<file path="config.mk">
export PLATFORM = sky130hd
export DESIGN_NAME = seq_mult
export DESIGN_NICKNAME = d
export VERILOG_FILES = /design/src/rtl/seq_mult.sv
export SDC_FILE = /design/constraint.sdc
export NUM_CORES = 1
export LEC_CHECK = 0
export CAP_MARGIN = 10
export CORE_MARGIN = 2
export CORE_UTILIZATION = 40
export DETAILED_ROUTE_END_ITERATION = 6
export SYNTH_ARGS = -nofsm -noshare
export SYNTH_HDL_FRONTEND = slang
export SYNTH_SLANG_ARGS = --single-unit
</file>
<file path="constraint.sdc">
create_clock -name clk -period 4.68 [get_ports clk]
set_clock_uncertainty 0.15 [all_clocks]
set_input_delay 0.936 -clock clk [delete_from_list [all_inputs] [get_ports clk]]
set_output_delay 0.936 -clock clk [all_outputs]
set_load 0.02 [all_outputs]
</file>
<file path="src/rtl/seq_mult.sv">
// Sequential shift-add multiplier: WIDTH x WIDTH -> 2*WIDTH product in WIDTH cycles,
// unsigned or two's-complement per operation, with a start/busy/done handshake.
module seq_mult #(
   parameter int WIDTH = 8
) (
   input  logic                 clk,
   input  logic                 rst,
   input  logic                 start,
   input  logic                 signed_mode,
   input  logic [WIDTH-1:0]     a,
   input  logic [WIDTH-1:0]     b,
   output logic                 busy,
   output logic                 done,
   output logic [2*WIDTH-1:0]   res
);

   localparam int ACC_W = 2 * WIDTH;
   localparam int CW    = $clog2(WIDTH);

   typedef enum logic [1:0] {
      IDLE = 2'd0,
      RUN  = 2'd1,
      DONE = 2'd2
   } state_t;

   state_t             state_q, state_d;
   logic [WIDTH-1:0]   mcand_q, mcand_d;
   logic [WIDTH-1:0]   mult_q, mult_d;
   logic               neg_q, neg_d;
   logic [ACC_W-1:0]   acc_q, acc_d;
   logic [ACC_W-1:0]   res_q, res_d;
   logic [CW-1:0]      cnt_q, cnt_d;
   logic [ACC_W-1:0]   addend;
   logic [ACC_W-1:0]   acc_sum;

   always_ff @(posedge clk) begin
      if (rst) begin
         state_q <= IDLE;
         mcand_q <= '0;
         mult_q  <= '0;
         neg_q   <= 1'b0;
         acc_q   <= '0;
         res_q   <= '0;
         cnt_q   <= '0;
      end else begin
         state_q <= state_d;
         mcand_q <= mcand_d;
         mult_q  <= mult_d;
         neg_q   <= neg_d;
         acc_q   <= acc_d;
         res_q   <= res_d;
         cnt_q   <= cnt_d;
      end
   end

   always_comb begin
      state_d = state_q;
      mcand_d = mcand_q;
      mult_d  = mult_q;
      neg_d   = neg_q;
      acc_d   = acc_q;
      res_d   = res_q;
      cnt_d   = cnt_q;
      addend  = mult_q[0] ? (ACC_W'(mcand_q) << cnt_q) : '0;
      acc_sum = acc_q + addend;

      case (state_q)
         RUN: begin
            acc_d  = acc_sum;
            mult_d = mult_q >> 1;
            cnt_d  = cnt_q + CW'(1);
            if (cnt_q == CW'(WIDTH - 1)) begin
               // Final iteration: publish the signed-corrected sum directly.
               state_d = DONE;
               cnt_d   = '0;
               res_d   = neg_q ? -acc_sum : acc_sum;
            end
         end
         default: begin
            if (start) begin
               // The magnitude of -2^(WIDTH-1) wraps to 2^(WIDTH-1), still valid unsigned.
               mcand_d = (signed_mode && a[WIDTH-1]) ? -a : a;
               mult_d  = (signed_mode && b[WIDTH-1]) ? -b : b;
               neg_d   = signed_mode & (a[WIDTH-1] ^ b[WIDTH-1]);
               acc_d   = '0;
               cnt_d   = '0;
               state_d = RUN;
            end else begin
               state_d = IDLE;
            end
         end
      endcase
   end

   assign busy = (state_q == RUN);
   assign done = (state_q == DONE);
   assign res  = res_q;

endmodule
</file>
Word level (Yosys, flattened, before mapping)
Index checks and enable logic that the tools add are counted.
{ "op_classes": {"n_addsub": 5, "n_eq_ne": 4, "n_shift": 1, "n_mux": 14, "n_bitwise": 3, "n_reduce_logical": 6} }
{ "ops": {"columns": ["op", "n"], "rows": [
  ["16-bit two-way mux", 4],
  ["16-bit adder", 1],
  ["8-bit two-way mux", 2],
  ["16-bit negator", 1],
  ["8-bit negator", 2],
  ["8-bit by 3-bit left shift with 16-bit output", 1],
  ["7-bit two-way mux", 2],
  ["3-bit two-way mux", 3],
  ["2-bit two-way mux", 2],
  ["2-bit AND reduction", 2],
  ["3-bit by 1-bit adder with 3-bit output, second input constant", 1],
  ["3-bit == test, second input constant", 1],
  ["2-bit by 1-bit == test with 1-bit output, second input constant", 1],
  ["2-bit == test, second input constant", 1],
  ["1-bit logical AND", 2],
  ["2-bit by 1-bit != test with 1-bit output, second input constant", 1],
  ["2-bit nonzero test", 1],
  ["2-bit OR reduction", 1],
  ["1-bit AND", 1],
  ["1-bit two-way mux", 1],
  ["1-bit NOT", 1],
  ["1-bit XOR", 1]
]} }
{ "word_totals": {"register_bits": 54, "inputBits": 20, "output_inout_bits": 18, "word_cells": 41} }

Depth between registers and ports, before layout
Gate-level depths: netlist (run 1).
{ "logic_depth": {"depth_word": 5, "mapped_depth": 17, "depth_no_buf": 14} }

Worst setup path after synthesis (run 1)
Ideal clock, no wire load.
{ "synth_timing": {"path_type": "reg2reg", "startpoint": "reg cnt_q[1]", "endpoint": "reg res_q[13], in the netlist res[13]", "setup_time_ns": 0.117, "arrival_time_ns": 3.524, "required_time_ns": 4.413, "setup_slack_ns": 0.889, "path_stages_with_launch": 18, "path_buffers": 3, "synth_period_minus_slack_ns": 3.791, "path_cell_list": "dfxtp_1 > clkbuf_1 > clkbuf_1 > mux2i_1 > nand2_1 > o21ai_0 > nor2_1 > o21a_1 > ha_1 > buf_6 > a21oi_4 > and2_2 > o311ai_1 > a311o_1 > nand4bb_4 > o41ai_2 > xnor2_1 > a22o_1"} }
{ "synth_between": {"elab_chain_len": 5, "word_cells_on_any_way": 7, "cone_classes": "2 x add/sub; 1 x eq/ne; 1 x shift; 2 x mux; 1 x reduce/logical"} }
{ "synth_lines": {"columns": ["item", "line", "text"], "rows": [
  ["start: declaration", "32", "logic [CW-1:0] cnt_q, cnt_d;"],
  ["start signal: assignment", "52", "cnt_q <= cnt_d;"],
  ["8-bit by 3-bit left shift with 16-bit output", "64", "addend = mult_q[0] ? (ACC_W'(mcand_q) << cnt_q) : '0;"],
  ["16-bit two-way mux", "64", null],
  ["16-bit adder", "65", "acc_sum = acc_q + addend;"],
  ["16-bit negator", "76", "res_d = neg_q ? -acc_sum : acc_sum;"],
  ["16-bit two-way mux", "76", null],
  ["end signal: assignment", "51", "res_q <= res_d;"],
  ["end: declaration", "31", "logic [ACC_W-1:0] res_q, res_d;"]
]} }
Parallel ways exist; a longest one is shown, timed or not.
A chain may end at the register's enable or synchronous reset.

Worst setup path after layout (run 1)
Ends and elaborated chain as after synthesis.

==> summary.md, run 1 <==
The largest single stage delay on the critical path is 0.68 ns. The critical path is of the reg -> reg type. The cell type with the highest aggregate area in the netlist was dfxtp_1. The number of antenna violations at the first check in global routing is 0, and the synthesis-to-layout area growth is 13.7%. The number of enable-type register cells in the synthesized netlist works out to 0.

The area inside the core boundary was 9280 µm²; the post-detailed-routing wire length was 9430 µm. Across all layers, the routed design uses 3476 vias. Counting every instance in the synthesized netlist gives 497. In the synthesized netlist the async set-or-reset flop fraction comes to 0%. Setup repair after global routing left no endpoint under its margin. The flip-flop and latch count after synthesis works out to 54. Among all stages on the critical path, the largest delay is contributed by dfxtp_1. On the final layout, the worst hold slack is 0.302 ns. Worst hold path endpoint: res[14]$_SDFFE_PP0P_. The logs give 2 for the level count of the clock H-tree and 4 for the first-pass detailed-route iteration total. The routed design could run at a clock period as short as 4.14 ns. The type of the tightest min-delay check is reg -> reg. The flow ran to the end, and the final reports show no timing, DRC or antenna violations. Of all nets on the critical path, the largest fanout is 15. Hold buffer count at CTS: 0. For this design the ratio of total power to cell area is 220 nW/µm². The maximum clock path buffer count is 2, and the worst supply voltage drop on vdd is 0.109 mV. The startpoint identified for the worst register-to-register timing path is cnt_q[1]$_SDFFE_PP0P_. In the post-synthesis netlist, the cell with the most instances is nor2_1. The clock latency at the later pin of the worst-skew pair came out at 0.32 ns. The signal on the critical path passes through mux2_2 > o21ai_0 > o21ai_0 > and2_1 > ha_1 > nand4_1 > a211oi_1 > o31a_1 > nor2_1 > o41ai_2 > xnor2_1 > a22o_1. Once the floorplan was initialized, standard cells occupied 41.4% of the core.

The chip width works out to 102 µm. The worst hold path begins at res[14]$_SDFFE_PP0P_. The number of global-route vias before repair is 3324, and the number of filler cells placed in the layout is 971.

The area of the die was 10400 µm²; the vertical die dimension was 102 µm. The kind of capture point of the worst setup path is a flip-flop. The post-synthesis instance area is 3850 µm². The tools report the final-report setup violation count as 0. Dividing the detail-routed wire length by the instance count gives 14.6 µm. The number of remaining DRC errors was 0. The worst-case reg-to-reg path depth is 12, and the number of clock sinks is 54.

In this run the critical register-to-register path is captured at res[13]$_SDFFE_PP0P_. Clock-pin slew was measured on the worst setup and hold paths at 0.11 ns. The worst setup timing slack at the placement stage came out at 0.589 ns. In this run the remaining antenna-violating nets after routing total 0. The maximum number of pins on one net before global-route repair was 38; the setup slack of the critical path after layout was 0.544 ns.

After global routing the overflow that remains totals 0. The buffering stage count on the worst path with inverters included was 0; the total power draw was 962 µW. The slack of the worst reg-to-reg path was 0.54 ns. The number of cells on the worst hold path is 2. The total inserted antenna cells is 0, and the arrival time at the worst endpoint is 4.20 ns.

By count the netlist is led by nor2_1 (74), dfxtp_1 (54), nand2_1 (46). The detailed router's first-iteration violation count came out at 151. After legalization and detailed placement, the total HPWL measured 7170 µm. The tools report the data required time of the worst path as 4.75 ns.

In the finished design, the share of the clock period the worst path needs comes to 88.4%. Final net count: 556. The floorplan has 35 rows. In this run the mean area of a mapped cell was 7.74 µm². The warning count from the yosys run was 0.

The category of the worst setup path launch point is a flip-flop. The share of final-layout standard cells stronger than drive strength 1 is 6.40%. For the count of unique library cells instantiated by Yosys, the log shows 65. Sequential cells were found to cover 28.1% of the synthesized design area. The number of gates resized after CTS was 0. Summed over its instances, the top area cell type makes up 28.1% of the synthesized netlist area. Buffers placed on the I/O ports in this run total 37. The analysis attributes to cell leakage a power of 1.75 nW.

First-pass GRT wire length: 16200 µm. TritonCTS built the clock tree. For the pin with the worst max-slew slack, the measured transition is 1.07 ns. Buffer type at the clock tree root: clkbuf_8.

Post-synthesis net count: 538. The run gives 0 as the number of failing hold endpoints at the final stage. Ranked by total cell area, the synthesized netlist is headed by dfxtp_1 (28%), nor2_1 (7.2%), ha_1 (6.5%), a21oi_1 (5.1%), xnor2_1 (4.6%). For this run, the leading register cell type out of synthesis is dfxtp_1. The count of pins on the block boundary came out at 38.

The average vias per placed instance was 5.39; the number of setup buffers added after CTS was 0. In this run the tightest slew margin relative to its limit is 28.5%. The congestion estimate from routability-driven global placement came to 0.892. The run gives 0 ns as the final total negative setup slack. The run gives 5 as the total CTS buffers.

The kind of cell adding the most delay to the critical path was compound AO/OA/AOI/OAI gates. The number of pins with negative max-slew slack in the final report was 0. In the global route stage, overall resource usage came out at 19.3%. The critical path's most frequent cell is o21ai_0.

Max-cap violations in this run came to 0. Fmax: 0.242 GHz.
[registers in the layout (all words and copies together) (netlist names)]
| register | cells |
|---|---|
| neg_q | 1 |
| cnt_q | 3 |
| acc_q | 16 |
| mult_q | 8 |
| state_q | 2 |
| res | 16 |
| mcand_q | 8 |
[cell type report]
class / count / area (µm²) / share of cell area (%)
flip-flops and latches: 54 / 1080 / 24.7
repair buffers: 41 / 400 / 9.16
clock buffers: 5 / 68.8 / 1.57
clock inverters: 3 / 28.8 / 0.658
multi-input cells: 396 / 2570 / 58.7
well taps: 129 / 161 / 3.69
inverters: 17 / 63.8 / 1.46
[report_power, final]
part	internal, mW	leakage [nW]	switching (mW)
sequential	0.473	0.439	0.0166
clock	0.111	0.0502	0.173
combinational	0.0783	1.26	0.110
total	0.662	1.75	0.299
[metrics by stage]
stage,cells,util (%),instance area [µm²]
2_1_floorplan,497,-,3850
3_3_place_gp,637,46.0,4270
3_5_place_dp,637,46.0,4270
4_1_cts,645,47.1,4370
5_1_grt,645,47.1,4370
6_report,645,47.1,4370
[tightest hold or removal path, cell delays in order, from the launching register on]
cell and delay, ns:
dfxtp_1 0.32, nand2_1 0.05, o21ai_1 0.05
[logic make-up after synthesis]
family                   Yosys count  share of synthesized area [%]
AO/OA/AOI/OAI                    131                           23.0
XOR/XNOR                          32                           7.68
adder cells (fa/ha/maj)           21                           7.03
buffers and inverters             47                           5.14
flip-flops                        54                           28.1
multiplexers                      14                           3.77
AND/OR/NAND/NOR                  198                           25.2
[layout by cell type, fill, tap and decap left out, drive strengths merged, types with 5 or more instances in the layout]
cell            n
xnor2          21
a211oi         11
xor2           11
dfxtp          54
nand3          14
clkbuf          5
o21ai          30
a311oi          6
clkdlybuf4s50  37
and3           14
nor3           15
a31oi           8
and2            5
nand2          46
ha             20
nor2           74
mux2i          10
nor2b           9
inv            18
a21oi          42
[per-layer routing]
layer  track usage (%)  part of all wire [%]  vias to the layer above
met3              2.74                   4.3                        6
li1                  -                     -                     1796
met4              3.28                  0.64                        0
met2              33.5                    47                       68
met1              26.0                    48                     1606
met5                 0                     0                        -
[worst max path at each step]
stage                                 endpoint                  start  depth (start not counted)
after floorplan           res[13]$_SDFFE_PP0P_  cnt_q[1]$_SDFFE_PP0P_                         17
after global placement    res[15]$_SDFFE_PP0P_  cnt_q[1]$_SDFFE_PP0P_                         13
after CTS                 res[13]$_SDFFE_PP0P_  cnt_q[1]$_SDFFE_PP0P_                         13
final                     res[13]$_SDFFE_PP0P_  cnt_q[1]$_SDFFE_PP0P_                         12
after detailed placement  res[13]$_SDFFE_PP0P_  cnt_q[1]$_SDFFE_PP0P_                         13
after global routing      res[13]$_SDFFE_PP0P_  cnt_q[1]$_SDFFE_PP0P_                         12
Note: power is estimated with default switching activity, not from simulation.
==> run 2, diff against run 1 <==
--- a/config.mk
+++ b/config.mk
@@ -9,6 +9,7 @@
 export CORE_MARGIN = 2
 export CORE_UTILIZATION = 40
 export DETAILED_ROUTE_END_ITERATION = 6
+export PLACE_DENSITY = 0.64
 export SYNTH_ARGS = -nofsm -noshare
 export SYNTH_HDL_FRONTEND = slang
 export SYNTH_SLANG_ARGS = --single-unit
==> constraint.sdc (replaced) <==
create_clock -name clk -period 4.6 [get_ports clk]
set_clock_uncertainty 0.15 [all_clocks]
set_input_delay 0.92 -clock clk [delete_from_list [all_inputs] [get_ports clk]]
set_output_delay 0.92 -clock clk [all_outputs]
set_load 0.02 [all_outputs]
==> run 2 against run 1 <==
  * Sequential power rose by 2%
  * Largest power group unchanged
  * Critical path type unchanged
  * Wire length fell by 1.5%
  * Largest cell class unchanged
  * Power is 1.5% higher
==> summary.md, run 2 (synthesized netlist as in run 1, its figures left out) <==
In this run the static leakage power is 1.75 nW. The area taken by flip-flops and latches was 1080 µm²; the share of final-layout standard cells stronger than drive strength 1 was 6.58%. Per report_power, the sequential group accounts for 51.0% of the total. The post-placement cell area is 4280 µm². The congestion estimate from routability-driven global placement came to 0.968. The final total negative setup slack came out at 0 ns. The run gives 4.17 ns as the arrival time at the worst endpoint. Wires add up to 9290 µm. The internal cell power is 674 µW, and the number of filler cells placed in the layout is 956. The number of clock buffers added by TritonCTS is 5. At the worst endpoint, the required time is 4.67 ns.

The die is 102 µm tall. The worst hold margin was 0.298 ns; the area inside the core boundary was 9280 µm². After clock tree synthesis, the repair step resized 0 gates. The commonest non-fill, non-tap cell in the layout is nor2_1.

Detailed router's first-iteration violation count: 149. Total net switching power: 302 µW. For the worst slew slack as a fraction of its limit, the log shows 45.6%. After detailed routing, the average wire length per cell comes to 14.4 µm. For this configuration, the core starts out at a cell density of 41.4%.

The combinational fraction of design power came out at 19.7%. The flow ran to the end, and the final reports show no timing, DRC or antenna violations. In this run the most used layer during global routing was met2.

The cell sitting at the root of the clock tree is a clkbuf_8. In the layout the commonest cells are nor2_1 (74), dfxtp_1 (54), nand2_1 (46). Port buffering added 37 buffers. Summed over all layers, the global routing overflow is 0.

In this run the horizontal extent of the chip is 102 µm. The category of the worst setup path launch point is a flip-flop. The number of antenna violations at the first check in global routing was 0. The die covers 10400 µm².

The worst setup path is of the reg -> reg kind. The first global-routing pass estimated 15400 µm of wire. The final layout contains 557 nets. The logs give 0.32 ns for the clock latency at the later pin of the worst-skew pair and 2 for the maximum clock path buffer count. The number of failing hold endpoints at the final stage was 0.

Clock-pin slew was measured on the worst setup and hold paths at 0.11 ns. Setup violations remaining at the end of the flow were counted as 0. For the level count of the clock H-tree, the log shows 2. The number of global-route vias before repair is 3272, and the largest driver fanout on the critical path is 15. Pin placement for this block handled 38 I/O pins. The clock network burns 29.3% of the power. After detailed routing, the number of remaining DRC violations is 0. The tool flagged a number of max-cap violations equal to 0.

For this design, the sink count on the clock tree is 54. The total inserted antenna cells was 0; the global-route track usage on met3 was 2.74%. Setup repair after global routing left no endpoint under its margin. In this run, post-CTS hold repair placed 0 buffers. In this run the post-CTS setup repair buffer count came out at 0.

In the finished design, the share of the clock period the worst path needs comes to 89.0%. STA classifies the critical path endpoint as a flip-flop. The fmax was 0.244 GHz; the minimum period implied by the final worst setup slack was 4.10 ns. The synthesis-to-layout area growth is 13.9%, and the cell area power density is 223 nW/µm². The number of pins with negative max-slew slack in the final report is 0, and the antenna violation net count after detailed routing is 0. The row count was 35; the final design area excluding fillers was 4380 µm². The tools report the combined area of the multi-input logic cells as 2570 µm². Before antenna repair, the detailed router went through 5 iterations.

Across every metal layer, demand over resource in global routing totals 18.4%. Type of the tightest min-delay check: reg -> reg. For the pin with the worst max-slew slack, the measured transition is 0.812 ns. Entering global routing, the biggest net connects 39 pins.

Global routing consumed, on the met2 layer, 31.0% of the routing resources. The share of total power consumed by net switching was 30.9%. After detailed routing, the number of vias per cell comes to 5.43. The design draws 976 µW.

The detailed-route via count is 3505, and the fraction of met1 tracks used by global routing is 24.4%. TritonCTS built the clock tree. The tools report the detailed placement HPWL as 7120 µm.

For the worst supply voltage drop on vdd, the log shows 0.127 mV.
## run 2: cell count changes in the layout (fill, tap and decap cells not counted)
cell and delta:
buf_4 +1
## run 2: per-stage QoR
stage	cells	setup slack [ns]	util (%)
after floorplan	497	0.809	-
after global placement	638	0.633	46.1
after detailed placement	638	0.554	46.1
after CTS	646	0.539	47.2
after global routing	646	0.0919	47.2
final	646	0.504	47.2
## run 2: cell type report
class | instances | area share (%)
Multi-Input combinational cell | 396 | 58.6
Sequential cell | 54 | 24.7
Timing Repair Buffer | 42 | 9.31
Tap cell | 129 | 3.69
Clock buffer | 5 | 1.57
Inverter | 17 | 1.46
Clock inverter | 3 | 0.657
## run 2: final timing paths
kind | depth (start not counted) | start | endpoint | slack [ns]
setup / recovery | 13 | cnt_q[1]$_SDFFE_PP0P_ | res[15]$_SDFFE_PP0P_ | 0.50
hold / removal | 2 | res[14]$_SDFFE_PP0P_ | res[14]$_SDFFE_PP0P_ | 0.30
setup reg to reg | 13 | cnt_q[1]$_SDFFE_PP0P_ | res[15]$_SDFFE_PP0P_ | 0.50
hold reg to reg | 2 | res[14]$_SDFFE_PP0P_ | res[14]$_SDFFE_PP0P_ | 0.30
## run 2: critical path, cell delays in order (launching register included)
cell and delay [ns]:
dfxtp_1 0.67, mux2_2 0.40, o21ai_0 0.22, nor2_1 0.07, o21a_1 0.19, ha_1 0.42, a21oi_4 0.24, and2_2 0.20
o311ai_1 0.08, a311o_1 0.39, nand4bb_4 0.30, nor4_1 0.39, a311o_1 0.23, nand3_1 0.06
## run 2: power by group through the flow
stage	Clock (mW)	Combinational (mW)	Sequential, mW
after floorplan	0	0.144	0.498
after global placement	0	0.188	0.508
after detailed placement	0	0.191	0.508
after CTS	0.299	0.192	0.497
after global routing	0.312	0.214	0.500
final	0.286	0.192	0.498
## run 2: layer usage
| metal | vias to the layer above | part of all wire (%) | wire length (µm) |
|---|---|---|---|
| met5 | - | 0 | 0 |
| met4 | 0 | 1.7 | 157 |
| met3 | 12 | 3.5 | 322 |
| met2 | 70 | 45 | 4200 |
| met1 | 1629 | 50 | 4610 |
| li1 | 1794 | - | - |
==> run 3, diff against run 2 <==
--- a/config.mk
+++ b/config.mk
@@ -10,6 +10,7 @@
 export CORE_UTILIZATION = 40
 export DETAILED_ROUTE_END_ITERATION = 6
 export PLACE_DENSITY = 0.64
+export SLEW_MARGIN = 20
 export SYNTH_ARGS = -nofsm -noshare
 export SYNTH_HDL_FRONTEND = slang
 export SYNTH_SLANG_ARGS = --single-unit
==> results of run 3 <==
The final DEF is identical to that of run 2; final timing and power are the same.
